### config.mk
export PLATFORM = sky130hd
export DESIGN_NAME = piso_serializer
export DESIGN_NICKNAME = d
export VERILOG_FILES = /design/src/rtl/piso_serializer_pkg.sv /design/src/rtl/piso_serializer.sv
export SDC_FILE = /design/constraint.sdc
export NUM_CORES = 1
export LEC_CHECK = 0
export CAP_MARGIN = 20
export CORE_AREA = 2 2 62 64
export DETAILED_ROUTE_END_ITERATION = 12
export DIE_AREA = 0 0 64 66
export PLACE_DENSITY = 0.54
export SLEW_MARGIN = 20
export SYNTH_ARGS = -nofsm -noshare
export SYNTH_HDL_FRONTEND = slang
export SYNTH_SLANG_ARGS = --single-unit
### constraint.sdc
create_clock -name clock_in -period 2.3 [get_ports clock_in]
set_clock_uncertainty 0.2 [all_clocks]
set_input_delay 0.46 -clock clock_in [delete_from_list [all_inputs] [get_ports clock_in]]
set_output_delay 0.46 -clock clock_in [all_outputs]
set_load 0.1 [all_outputs]
### src/rtl/piso_serializer_pkg.sv
// ---------------------------------------------------------------------------
// piso_serializer_pkg
//
// Shared definitions for the parallel-in / serial-out serializer.
//   state_t        : FSM state encoding (IDLE, SHIFT)
//   DEFAULT_WIDTH  : default word length in bits
//   cnt_width()    : width of the bit counter for a given word length
// ---------------------------------------------------------------------------
package piso_serializer_pkg;

  // IDLE  : nothing on the serial line
  // SHIFT : a word is being shifted out, one bit per clock
  typedef enum logic {
    IDLE  = 1'b0,
    SHIFT = 1'b1
  } state_t;

  localparam int DEFAULT_WIDTH = 8;

  // Bit counter width. Every legal WIDTH (2..32) yields at least one bit,
  // and the counter only ever holds values 0..WIDTH-1.
  function automatic int cnt_width(input int width);
    return (width <= 2) ? 1 : $clog2(width);
  endfunction

endpackage : piso_serializer_pkg

### src/rtl/piso_serializer.sv
// ---------------------------------------------------------------------------
// piso_serializer
//
// Accepts a parallel word over a valid/ready handshake and shifts it out one
// bit per clock. A one-entry holding buffer lets the next word be accepted
// while the current one is still shifting, so consecutive words go out with
// no idle cycle between frames.
//
// Parameters
//   WIDTH      word length in bits (2..32)
//   MSB_FIRST  1: bit WIDTH-1 goes out first, 0: bit 0 goes out first
//
// Ports
//   clock_in      in   sole clock, rising edge
//   reset         in   asynchronous, active-high reset
//   data_in       in   parallel word offered for transfer
//   data_valid    in   data_in holds a word
//   data_ready    out  a word can be accepted this cycle (buffer empty)
//   serial_out    out  current serial bit (0 when idle)
//   serial_valid  out  serial_out carries a frame bit
//   frame_start   out  pulse alongside the first bit of each word
//   frame_end     out  pulse alongside the last bit of each word
//   busy          out  shifting, or the holding buffer is full
//   state_dbg     out  current FSM state, for observation only
//
// Handshake: a word is transferred on a rising edge of clock_in where
// data_valid and data_ready are both high. data_ready depends only on the
// holding buffer, never on data_valid, so there is no combinational path
// from data_valid to data_ready. data_in is ignored in every other cycle.
// ---------------------------------------------------------------------------
module piso_serializer
  import piso_serializer_pkg::*;
#(
  parameter int WIDTH     = DEFAULT_WIDTH,
  parameter bit MSB_FIRST = 1'b1
) (
  input  logic             clock_in,
  input  logic             reset,
  input  logic [WIDTH-1:0] data_in,
  input  logic             data_valid,
  output logic             data_ready,
  output logic             serial_out,
  output logic             serial_valid,
  output logic             frame_start,
  output logic             frame_end,
  output logic             busy,
  output state_t           state_dbg
);

  localparam int             CW       = cnt_width(WIDTH);
  localparam logic [CW-1:0]  CNT_LAST = CW'(WIDTH - 1);
  localparam logic [CW-1:0]  CNT_ONE  = CW'(1);

  // -------------------------------------------------------------------------
  // State
  // -------------------------------------------------------------------------
  state_t           state_q,     state_d;
  logic [WIDTH-1:0] shift_q,     shift_d;
  logic [CW-1:0]    cnt_q,       cnt_d;
  logic [WIDTH-1:0] hold_q,      hold_d;
  logic             hold_full_q, hold_full_d;

  // -------------------------------------------------------------------------
  // Decode
  // -------------------------------------------------------------------------
  logic             transfer;
  logic             in_shift;
  logic             last_bit;
  logic [WIDTH-1:0] shift_next;
  logic             current_bit;

  assign transfer = data_valid && !hold_full_q;
  assign in_shift = (state_q == SHIFT);
  assign last_bit = in_shift && (cnt_q == CNT_LAST);

  // The outgoing bit always sits at one fixed end of the register; each
  // cycle the register moves one place toward that end.
  generate
    if (MSB_FIRST) begin : g_msb_first
      assign shift_next  = {shift_q[WIDTH-2:0], 1'b0};
      assign current_bit = shift_q[WIDTH-1];
    end else begin : g_lsb_first
      assign shift_next  = {1'b0, shift_q[WIDTH-1:1]};
      assign current_bit = shift_q[0];
    end
  endgenerate

  // -------------------------------------------------------------------------
  // Next-state logic
  // -------------------------------------------------------------------------
  always_comb begin
    state_d     = state_q;
    shift_d     = shift_q;
    cnt_d       = cnt_q;
    hold_d      = hold_q;
    hold_full_d = hold_full_q;

    unique case (state_q)
      IDLE: begin
        // The buffer is always empty here, so data_ready is high and a
        // valid word goes straight into the shift register.
        if (transfer) begin
          shift_d = data_in;
          cnt_d   = '0;
          state_d = SHIFT;
        end
      end

      SHIFT: begin
        if (cnt_q == CNT_LAST) begin
          // Last bit: pick the next word so its first bit follows with no
          // gap. A buffered word is older than anything on data_in, so it
          // wins; data_ready is low in that case anyway.
          if (hold_full_q) begin
            shift_d     = hold_q;
            hold_d      = '0;
            hold_full_d = 1'b0;
            cnt_d       = '0;
          end else if (transfer) begin
            shift_d = data_in;
            cnt_d   = '0;
          end else begin
            shift_d = '0;
            cnt_d   = '0;
            state_d = IDLE;
          end
        end else begin
          shift_d = shift_next;
          cnt_d   = cnt_q + CNT_ONE;
          if (transfer) begin
            hold_d      = data_in;
            hold_full_d = 1'b1;
          end
        end
      end

      default: begin
        state_d = IDLE;
      end
    endcase
  end

  // -------------------------------------------------------------------------
  // Registers
  // -------------------------------------------------------------------------
  always_ff @(posedge clock_in or posedge reset) begin
    if (reset) begin
      state_q     <= IDLE;
      shift_q     <= '0;
      cnt_q       <= '0;
      hold_q      <= '0;
      hold_full_q <= 1'b0;
    end else begin
      state_q     <= state_d;
      shift_q     <= shift_d;
      cnt_q       <= cnt_d;
      hold_q      <= hold_d;
      hold_full_q <= hold_full_d;
    end
  end

  // -------------------------------------------------------------------------
  // Outputs: all decoded from registers, so the asynchronous reset drives
  // them to their idle values at once.
  // -------------------------------------------------------------------------
  assign data_ready   = !hold_full_q;
  assign serial_valid = in_shift;
  assign serial_out   = in_shift && current_bit;
  assign frame_start  = in_shift && (cnt_q == '0);
  assign frame_end    = last_bit;
  assign busy         = in_shift || hold_full_q;
  assign state_dbg    = state_q;

endmodule : piso_serializer

==> results of run 1 <==
-- stage by stage --
stage          instance area [um^2]  power, W  worst slack, ns  std cells
2_1_floorplan                  1209  0.001600          0.06745        117
3_3_place_gp                   1501  0.001972           0.3031        179
3_5_place_dp                   1501  0.001991           0.2918        179
4_1_cts                        1528  0.002178          0.06434        183
5_1_grt                        1533  0.002312          0.03041        183
6_report                       1533  0.002171           0.1034        183
-- worst min-delay path by stage --
stage,start,end,slack [ns],cells past startpoint
2_1_floorplan,reset,cnt_q[0],0.24,1
6_report,reset,hold_q[0],0.27,3
3_5_place_dp,hold_q[3],hold_q[3],0.30,1
4_1_cts,reset,hold_q[0],0.27,3
5_1_grt,reset,hold_q[0],0.31,3
3_3_place_gp,shift_q[7],shift_q[7],0.29,1
-- worst min-delay path: stages --
cell and delay, ns:
sky130_fd_sc_hd__clkdlybuf4s50_1 0.39, sky130_fd_sc_hd__inv_1 0.05, sky130_fd_sc_hd__buf_4 0.27
-- per-layer routing --
metal  GRT usage [%]  vias up  share of wire [%]
met5               0        -                  0
met4           5.978        0               0.88
met3           2.215        2                3.1
met2           20.44       15                 46
met1           20.06      467                 50
li1                -      471                  -
-- power breakdown --
part           total, W  internal [W]  switching [W]
clock network  0.000184     0.0000675       0.000116
registers      0.000739      0.000528       0.000211
logic           0.00125      0.000510       0.000738
-- cell usage in the layout, fill, tap and decap left out, types with 2 or more instances in the layout --
cell and instances:
sky130_fd_sc_hd__buf_12 7, sky130_fd_sc_hd__buf_4 7, sky130_fd_sc_hd__o2bb2ai_1 8, sky130_fd_sc_hd__o21ai_0 9, sky130_fd_sc_hd__nand3_1 7, sky130_fd_sc_hd__ha_1 3
sky130_fd_sc_hd__a22oi_1 7, sky130_fd_sc_hd__o211a_1 7, sky130_fd_sc_hd__a21oi_1 2, sky130_fd_sc_hd__dfrtp_1 20, sky130_fd_sc_hd__clkdlybuf4s50_1 10, sky130_fd_sc_hd__and2_2 2
sky130_fd_sc_hd__nand2_1 4, sky130_fd_sc_hd__a221o_1 7, sky130_fd_sc_hd__nor2_1 2, sky130_fd_sc_hd__inv_1 12, sky130_fd_sc_hd__clkbuf_4 3
-- flip-flops by register name (all words and copies together) (netlist names) --
| register | count |
|---|---|
| hold_q | 8 |
| shift_q | 8 |
| cnt_q | 3 |
| hold_full_q | 1 |
| serial_valid | 1 |
-- area by class of cell --
type,count,area (um^2),share of cell area [%]
Inverter,12,45.04,2.939
Timing Repair Buffer,24,292.8,19.10
Clock buffer,4,26.28,1.714
Multi-Input combinational cell,74,579.3,37.80
Tap cell,48,60.06,3.918
Sequential cell,21,529.3,34.53
-- kinds of logic (layout without fill, tap and decap cells) --
| group | Yosys count | count (layout) | share of synthesized area (%) |
|---|---|---|---|
| AO/OA/AOI/OAI | 45 | 45 | 30.41 |
| flip-flops | 21 | 21 | 43.89 |
| multiplexers | 1 | 1 | 0.8360 |
| AND/OR/NAND/NOR | 24 | 24 | 11.91 |
| adder cells (fa/ha/maj) | 4 | 4 | 4.180 |
| buffers and inverters | 22 | 40 | 8.777 |
-- repair_timing --
action | in CTS | in global routing
endpoints found under the setup margin | 0 | 2
hold buffers | 0 | 0
resized for setup | 0 | 2
==> out/qor_table.md, run 1 <==
| Stage | Item | Value |
|:---|:---|:---|
| run status | Status | complete, no violations |
| critical path | Kind of cell adding the most delay to the critical path | adder cells |
| place | Final RePlAce weighted congestion | 0.7302 |
| route | Number of nets still failing antenna checks after routing | 0 |
| global routing | First-pass GRT wire length | 4.519 mm |
| synthesis | Warning count from the yosys run | 0 |
| synthesis | Most area-hungry cell type in the Yosys netlist | sky130_fd_sc_hd__dfrtp_1 |
| route | Detailed-route DRC error count | 0 |
| place | DP Wirelength | 1.809 mm |
| sta | Number of endpoints failing setup at the final stage | 0 |
| critical path | Classification of the worst setup path | flip-flop to output pin |
| floorplanning | Area inside the core boundary | 3551 um^2 |
| critical path | Worst reg2reg path depth | 5 |
| route | DRT iter0 DRCs | 57 |
| global routing | GRT Overall Usage | 13.91% |
| flow run | Maximum capacitance violations | 0 |
| final layout | Signed area change from the synthesized netlist to the final layout | 28.00% |
| global routing | Pin count of the biggest net entering global routing | 28 |
| final layout | Share of layout cells above drive strength 1 | 19.26% |
| synthesis | Number of distinct library cells after synthesis | 31 |
| sta | Max-slew headroom | 75.72% |
| floorplanning | Top Ports | 18 |
| synthesis | Post-Synthesis Mean Instance Area | 10.23 um^2 |
| critical path | Startpoint of the worst setup timing path | cnt_q[0] |
| cts | Root buffer cell | sky130_fd_sc_hd__clkbuf_4 |
| cts | TritonCTS clock tree | done |
| synthesis | Most common cell in the netlist | sky130_fd_sc_hd__dfrtp_1 |
| cts | Clock-pin slew reported for the worst setup and hold paths after clock tree synthesis | 0.12 ns |
| critical path | Maximum cell stage delay along the critical path | 0.43 ns |
| sta | Setup repair after global routing missed its margin | false |
| critical path | CP Depth | 4 |
| route | Total number of vias | 955 |
| synthesis | Cell area after technology mapping | 1197 um^2 |
| route | Average wire per standard cell | 14.83 um |
| floorplanning | Starting density of the core | 33.72% |
| cts | Clock H-tree levels | 1 |
| critical path | Kind of end point of the critical path | output pin |
| synthesis | Synthesized instance count | 117 |
| worst hold path | Worst hold-check path type | primary input to asynchronous set/reset pin |
| floorplanning | Die area | 4224 um^2 |
| sta | Post-layout minimum cycle time | 2.197 ns |
| synthesis | Flops & latches, synth | 21 |
| final layout | Count of filler cells inserted in the layout | 347 |
| critical path | Launching element type of the critical path | flip-flop |
| synthesis | Most frequent cells after synthesis | sky130_fd_sc_hd__dfrtp_1 (21), sky130_fd_sc_hd__inv_1 (12), sky130_fd_sc_hd__o21ai_0 (9), sky130_fd_sc_hd__o2bb2ai_1 (8) |
| final layout | Share of the core filled with cells | 43.16% |
| floorplanning | Num rows | 22 |
| sta | Worst hold slack | 0.2681 ns |
| sta | Actual slew at the worst max-slew pin | 0.3642 ns |
| floorplanning | Width of the chip | 64 um |
| cts | Clk_lat worst skew | 0.30 ns |
| cts | Sinks on the clock net | 21 |
| critical path | FF-to-FF Start | cnt_q[0] |
| route | Wire length after detailed routing | 2.713 mm |
| synthesis | Portion of the post-synthesis area used by sequential elements | 43.89% |
| final layout | ANT cells | 0 |
| cts | Setup Buffers After CTS | 0 |
| route | Per-cell via count in the routed design | 5.219 |
| floorplanning | Die boundary height | 66 um |
| cts | Number of buffers inserted during clock tree synthesis | 3 |
| final layout | Post-layout net count | 151 |
| cts | Largest buffer count on any clock path | 2 |
| global routing | Antenna violations before repair | 0 |
| power and ir drop | PD cells | 1416 nW/um^2 |
| critical path | Data required time of the worst path | 1.64 ns |
| power and ir drop | Leakage | 0.7247 nW |
| critical path | Destination of the critical timing path | frame_end |
| power and ir drop | VDD IR max | 0.5688 mV |
| synthesis | Proportion of synthesized flip-flops having asynchronous set or reset | 100.0% |
| critical path | Destination of the worst register-to-register timing path | hold_q[5] |
| global routing | Remaining Overflow, GRT | 0 |
| sta | Number of hold violations in the final report | 0 |
| critical path | Largest fanout on the critical path | 4 |
| critical path | Reg2reg setup slack | 0.46 ns |
| sta | Fin. max-slew vios | 0 |
| critical path | Slowest cell on the critical path | sky130_fd_sc_hd__dfrtp_1 |
| synthesis | Yosys top cell area share | 43.89% |
| route | Drt pass-1 iters | 4 |
| critical path | Total buffers and inverters traversed by the critical path | 1 |
| place | Number of buffers added on ports | 17 |
| sta | Fmax | 455.2 MHz |
| synthesis | Leading post-synthesis cells by cell area | sky130_fd_sc_hd__dfrtp_1 (44%), sky130_fd_sc_hd__a221o_1 (5.9%), sky130_fd_sc_hd__o211a_1 (5.9%) |
| synthesis | Net count of the mapped netlist | 132 |
| synthesis | Count of flip-flops with a built-in enable after synthesis | 0 |
| synthesis | Main flop type after synthesis | sky130_fd_sc_hd__dfrtp_1 |
| critical path | CP Data Arrival Time | 1.54 ns |
| critical path | Worst path cell trace | ha_1 -> ha_2 -> and2_2 -> buf_12 |
| global routing | Vias in the first global route | 899 |
| sta | Aggregate negative setup slack | 0 ns |
| sta | Period Utilization, post-route | 95.51% |
Note: power is estimated with default switching activity, not from simulation.
==> run 2, diff against run 1 <==
ABC_AREA = 1   (was default)
HOLD_SLACK_MARGIN = 0.1   (was default)
PLACE_DENSITY = 0.55   (was 0.54)
==> run 2 against run 1 <==
Net effect: maximum frequency increased by 1.9%; clock-buffer cell count unchanged; critical path depth increased by 1; register-to-register slack improved by 0.13 ns; first-iteration DRC count increased by 39%; power decreased by 3.8%; combinational power about the same; worst setup slack improved by 0.041 ns; synthesized cell count increased by 42%.
==> out/qor_table.md, run 2 <==
| Stage | Item | Value | vs previous |
|:---|:---|:---|:---|
| final layout | Post-layout net count | 200 | was 151 |
| critical path | Maximum cell stage delay along the critical path | 0.40 ns | was 0.43 ns |
| synthesis | Yosys top cell area share | 43.52% | was 43.89% |
| route | Total number of vias | 1,077 | was 955 |
| final layout | Top library cells by usage in the layout, fill and taps aside | sky130_fd_sc_hd__nand2_1 (69), sky130_fd_sc_hd__nand3_1 (27), sky130_fd_sc_hd__dfrtp_1 (20) | was sky130_fd_sc_hd__dfrtp_1 (20), sky130_fd_sc_hd__inv_1 (12), sky130_fd_sc_hd__clkdlybuf4s50_1 (10) |
| cts | Sinks on the clock net | 21 | unchanged |
| cts | Clock-pin slew reported for the worst setup and hold paths after clock tree synthesis | 0.12 ns | about the same |
| route | Number of nets still failing antenna checks after routing | 0 | unchanged |
| sta | Number of endpoints failing setup at the final stage | 0 | unchanged |
| critical path | FF-to-FF Start | cnt_q[0] | unchanged |
| sta | Aggregate negative setup slack | 0 ns | unchanged |
| critical path | Classification of the worst setup path | flip-flop to output pin | unchanged |
| place | DP Wirelength | 2.064 mm | was 1.809 mm |
| place | Final RePlAce weighted congestion | 0.8331 | was 0.7302 |
| global routing | Vias in the first global route | 1,139 | was 899 |
| global routing | First-pass GRT wire length | 5.009 mm | was 4.519 mm |
| place | Pre-CTS setup slack | 0.2245 ns | was 0.2918 ns |
| synthesis | Main flop type after synthesis | sky130_fd_sc_hd__dfrtp_1 | unchanged |
| cts | Number of hold buffers added after CTS | 0 | unchanged |
| critical path | Kind of cell adding the most delay to the critical path | adder cells | unchanged |
| global routing | Fraction of met1 tracks used by global routing | 18.98% | was 20.06% |
| critical path | Worst path cell trace | ha_1 -> ha_1 -> nand2_1 -> inv_1 -> buf_12 | was ha_1 -> ha_2 -> and2_2 -> buf_12 |
| cts | TritonCTS clock tree | done | unchanged |
| critical path | Destination of the worst register-to-register timing path | hold_q[6] | was hold_q[5] |
| critical path | Most frequent cell on the critical path | sky130_fd_sc_hd__ha_1 |  |
| final layout | Most common cell after layout, fill and taps aside | sky130_fd_sc_hd__nand2_1 | was sky130_fd_sc_hd__dfrtp_1 |
| floorplanning | Num rows | 22 | unchanged |
| critical path | Reg2reg setup slack | 0.59 ns | was 0.46 ns |
| worst hold path | Worst hold-check path type | primary input to asynchronous set/reset pin | unchanged |
| final layout | Signed area change from the synthesized netlist to the final layout | 26.63% | was 28.00% |
| cts | Root buffer cell | sky130_fd_sc_hd__clkbuf_4 | unchanged |
| floorplanning | Starting density of the core | 34.00% | was 33.72% |
| synthesis | Portion of the post-synthesis area used by sequential elements | 43.52% | was 43.89% |
| synthesis | Flops & latches, synth | 21 | unchanged |
| cts | Setup Buffers After CTS | 0 | unchanged |
| critical path | CP Data Arrival Time | 1.50 ns | was 1.54 ns |
| critical path | Launching element type of the critical path | flip-flop | unchanged |
| cts | Number of buffers inserted during clock tree synthesis | 3 | unchanged |
| critical path | Kind of end point of the critical path | output pin | unchanged |
| critical path | Total buffers and inverters traversed by the critical path | 2 | was 1 |
| synthesis | Cell area after technology mapping | 1207 um^2 | was 1197 um^2 |
| floorplanning | Width of the chip | 64 um | unchanged |
| global routing | Remaining Overflow, GRT | 0 | unchanged |
| sta | Max-slew headroom | 72.72% | was 75.72% |
| sta | Actual slew at the worst max-slew pin | 0.4082 ns | was 0.3642 ns |
| route | Average wire per standard cell | 11.79 um | was 14.83 um |
| cts | Largest buffer count on any clock path | 2 | unchanged |
| cts | Clk_lat worst skew | 0.30 ns | about the same |
| sta | Setup WS post-layout | 0.1439 ns | was 0.1034 ns |
| synthesis | Most frequent cells after synthesis | sky130_fd_sc_hd__nand2_1 (69), sky130_fd_sc_hd__nand3_1 (27), sky130_fd_sc_hd__dfrtp_1 (21), sky130_fd_sc_hd__inv_1 (14), sky130_fd_sc_hd__nor2_1 (5) | was sky130_fd_sc_hd__dfrtp_1 (21), sky130_fd_sc_hd__inv_1 (12), sky130_fd_sc_hd__o21ai_0 (9), sky130_fd_sc_hd__o2bb2ai_1 (8) |
| synthesis | Warning count from the yosys run | 0 | unchanged |
| sta | Fin. max-slew vios | 0 | unchanged |
| route | Per-cell via count in the routed design | 4.642 | was 5.219 |
| route | Wire length after detailed routing | 2.735 mm | was 2.713 mm |
| synthesis | Synthesized instance count | 166 | was 117 |
| sta | Period Utilization, post-route | 93.74% | was 95.51% |
| run status | Status | complete, no violations | unchanged |
| route | Drt pass-1 iters | 4 | unchanged |
| power and ir drop | Leakage | 0.7917 nW | was 0.7247 nW |
| power and ir drop | PD cells | 1366 nW/um^2 | was 1416 nW/um^2 |
| sta | Fmax | 463.8 MHz | was 455.2 MHz |
| floorplanning | Die boundary height | 66 um | unchanged |
| sta | Setup repair after global routing missed its margin | false | unchanged |
| floorplanning | Area inside the core boundary | 3551 um^2 | unchanged |
| critical path | Worst reg2reg path depth | 5 | unchanged |
| sta | Number of hold violations in the final report | 0 | unchanged |
| synthesis | Count of flip-flops with a built-in enable after synthesis | 0 | unchanged |
| power and ir drop | PnR Total Power | 0.002089 W | was 0.002171 W |
| flow run | Maximum capacitance violations | 0 | unchanged |
| global routing | Pin count of the biggest net entering global routing | 22 | was 28 |
| synthesis | Most area-hungry cell type in the Yosys netlist | sky130_fd_sc_hd__dfrtp_1 | unchanged |
| global routing | Busiest grt layer | met2 | unchanged |
| critical path | Slowest cell on the critical path | sky130_fd_sc_hd__dfrtp_1 | unchanged |
| cts | Clock H-tree levels | 1 | unchanged |
| global routing | Met3 usage in global routing | 2.385% | was 2.215% |
| place | Number of buffers added on ports | 17 | unchanged |
| floorplanning | Die area | 4224 um^2 | unchanged |
| global routing | Antenna violations before repair | 0 | unchanged |
| critical path | Data required time of the worst path | 1.64 ns | about the same |
| synthesis | Post-Synthesis Mean Instance Area | 7.274 um^2 | was 10.23 um^2 |
| final layout | ANT cells | 0 | unchanged |
| power and ir drop | VDD IR max | 0.8557 mV | was 0.5688 mV |
| synthesis | Proportion of synthesized flip-flops having asynchronous set or reset | 100.0% | unchanged |
| critical path | Largest fanout on the critical path | 2 | was 4 |
| floorplanning | Top Ports | 18 | unchanged |
| synthesis | Most common cell in the netlist | sky130_fd_sc_hd__nand2_1 | was sky130_fd_sc_hd__dfrtp_1 |
| sta | Post-layout minimum cycle time | 2.156 ns | was 2.197 ns |
| route | DRT iter0 DRCs | 79 | was 57 |
| synthesis | Leading post-synthesis cells by cell area | sky130_fd_sc_hd__dfrtp_1 (44%), sky130_fd_sc_hd__nand2_1 (21%), sky130_fd_sc_hd__nand3_1 (11%) | was sky130_fd_sc_hd__dfrtp_1 (44%), sky130_fd_sc_hd__a221o_1 (5.9%), sky130_fd_sc_hd__o211a_1 (5.9%) |
| synthesis | Net count of the mapped netlist | 181 | was 132 |
| final layout | Share of layout cells above drive strength 1 | 16.30% | was 19.26% |
| synthesis | Number of distinct library cells after synthesis | 19 | was 31 |
| final layout | Largest registers in the final layout | hold_q: 8 flops, shift_q: 8 flops, cnt_q: 3 flops | unchanged |
| cts | CTS resizes | 0 | unchanged |
| global routing | Global-route track usage on met2 | 26.82% | was 20.44% |
| global routing | GRT Overall Usage | 15.33% | was 13.91% |
| route | Detailed-route DRC error count | 0 | unchanged |
[run 2: logic make-up (layout without fill, tap and decap cells)]
family          count (synthesis)  count (layout)  synth area share [%]
compound gates                  7               7                 3.213
buf+inv                        23              41                 8.496
flops                          21              21                 43.52
simple gates                  111             111                 40.62
fa+ha+maj                       4               4                 4.145
[run 2: worst max path at each step]
stage	start	to	slack (ns)	cells past startpoint
5_1_grt	cnt_q[0]	frame_end	0.04	5
2_1_floorplan	serial_valid	frame_start	0.02	4
3_5_place_dp	data_valid	shift_q[0]	0.22	6
3_3_place_gp	data_valid	shift_q[0]	0.27	6
4_1_cts	cnt_q[0]	frame_end	0.13	5
6_report	cnt_q[0]	frame_end	0.14	5
[run 2: routing by layer]
layer / routed length, um / vias to the layer above
met1: 1252 / 511
met4: 22 / 0
met3: 82 / 2
met2: 1378 / 14
met5: 0 / -
li1: - / 550
[run 2: where the power goes]
part | switching [W] | internal (W)
clock | 0.000111 | 0.0000675
combinational | 0.000801 | 0.000445
sequential | 0.000136 | 0.000528
total | 0.00105 | 0.00104
[run 2: tightest hold or removal path: cells and delay by family]
kind / cells / cell delay (ns)
buffers and inverters: 3 / 0.72
[run 2: through the flow]
step	util (%)	instances	hold slack (ns)	instance area [um^2]
after floorplan	-	166	0.2365	1224
after global placement	42.32	228	0.2607	1503
after detailed placement	42.32	228	0.2590	1503
after CTS	43.06	232	0.2858	1529
after global routing	43.06	232	0.2929	1529
final	43.06	232	0.2755	1529
[run 2: cell type report]
type,instances,area [um^2]
Clock buffer,4,26.28
Multi-Input combinational cell,122,586.8
Fill cell,364,2022
Tap cell,48,60.06
Sequential cell,21,529.3
Inverter,18,71.32
Timing Repair Buffer,19,255.2
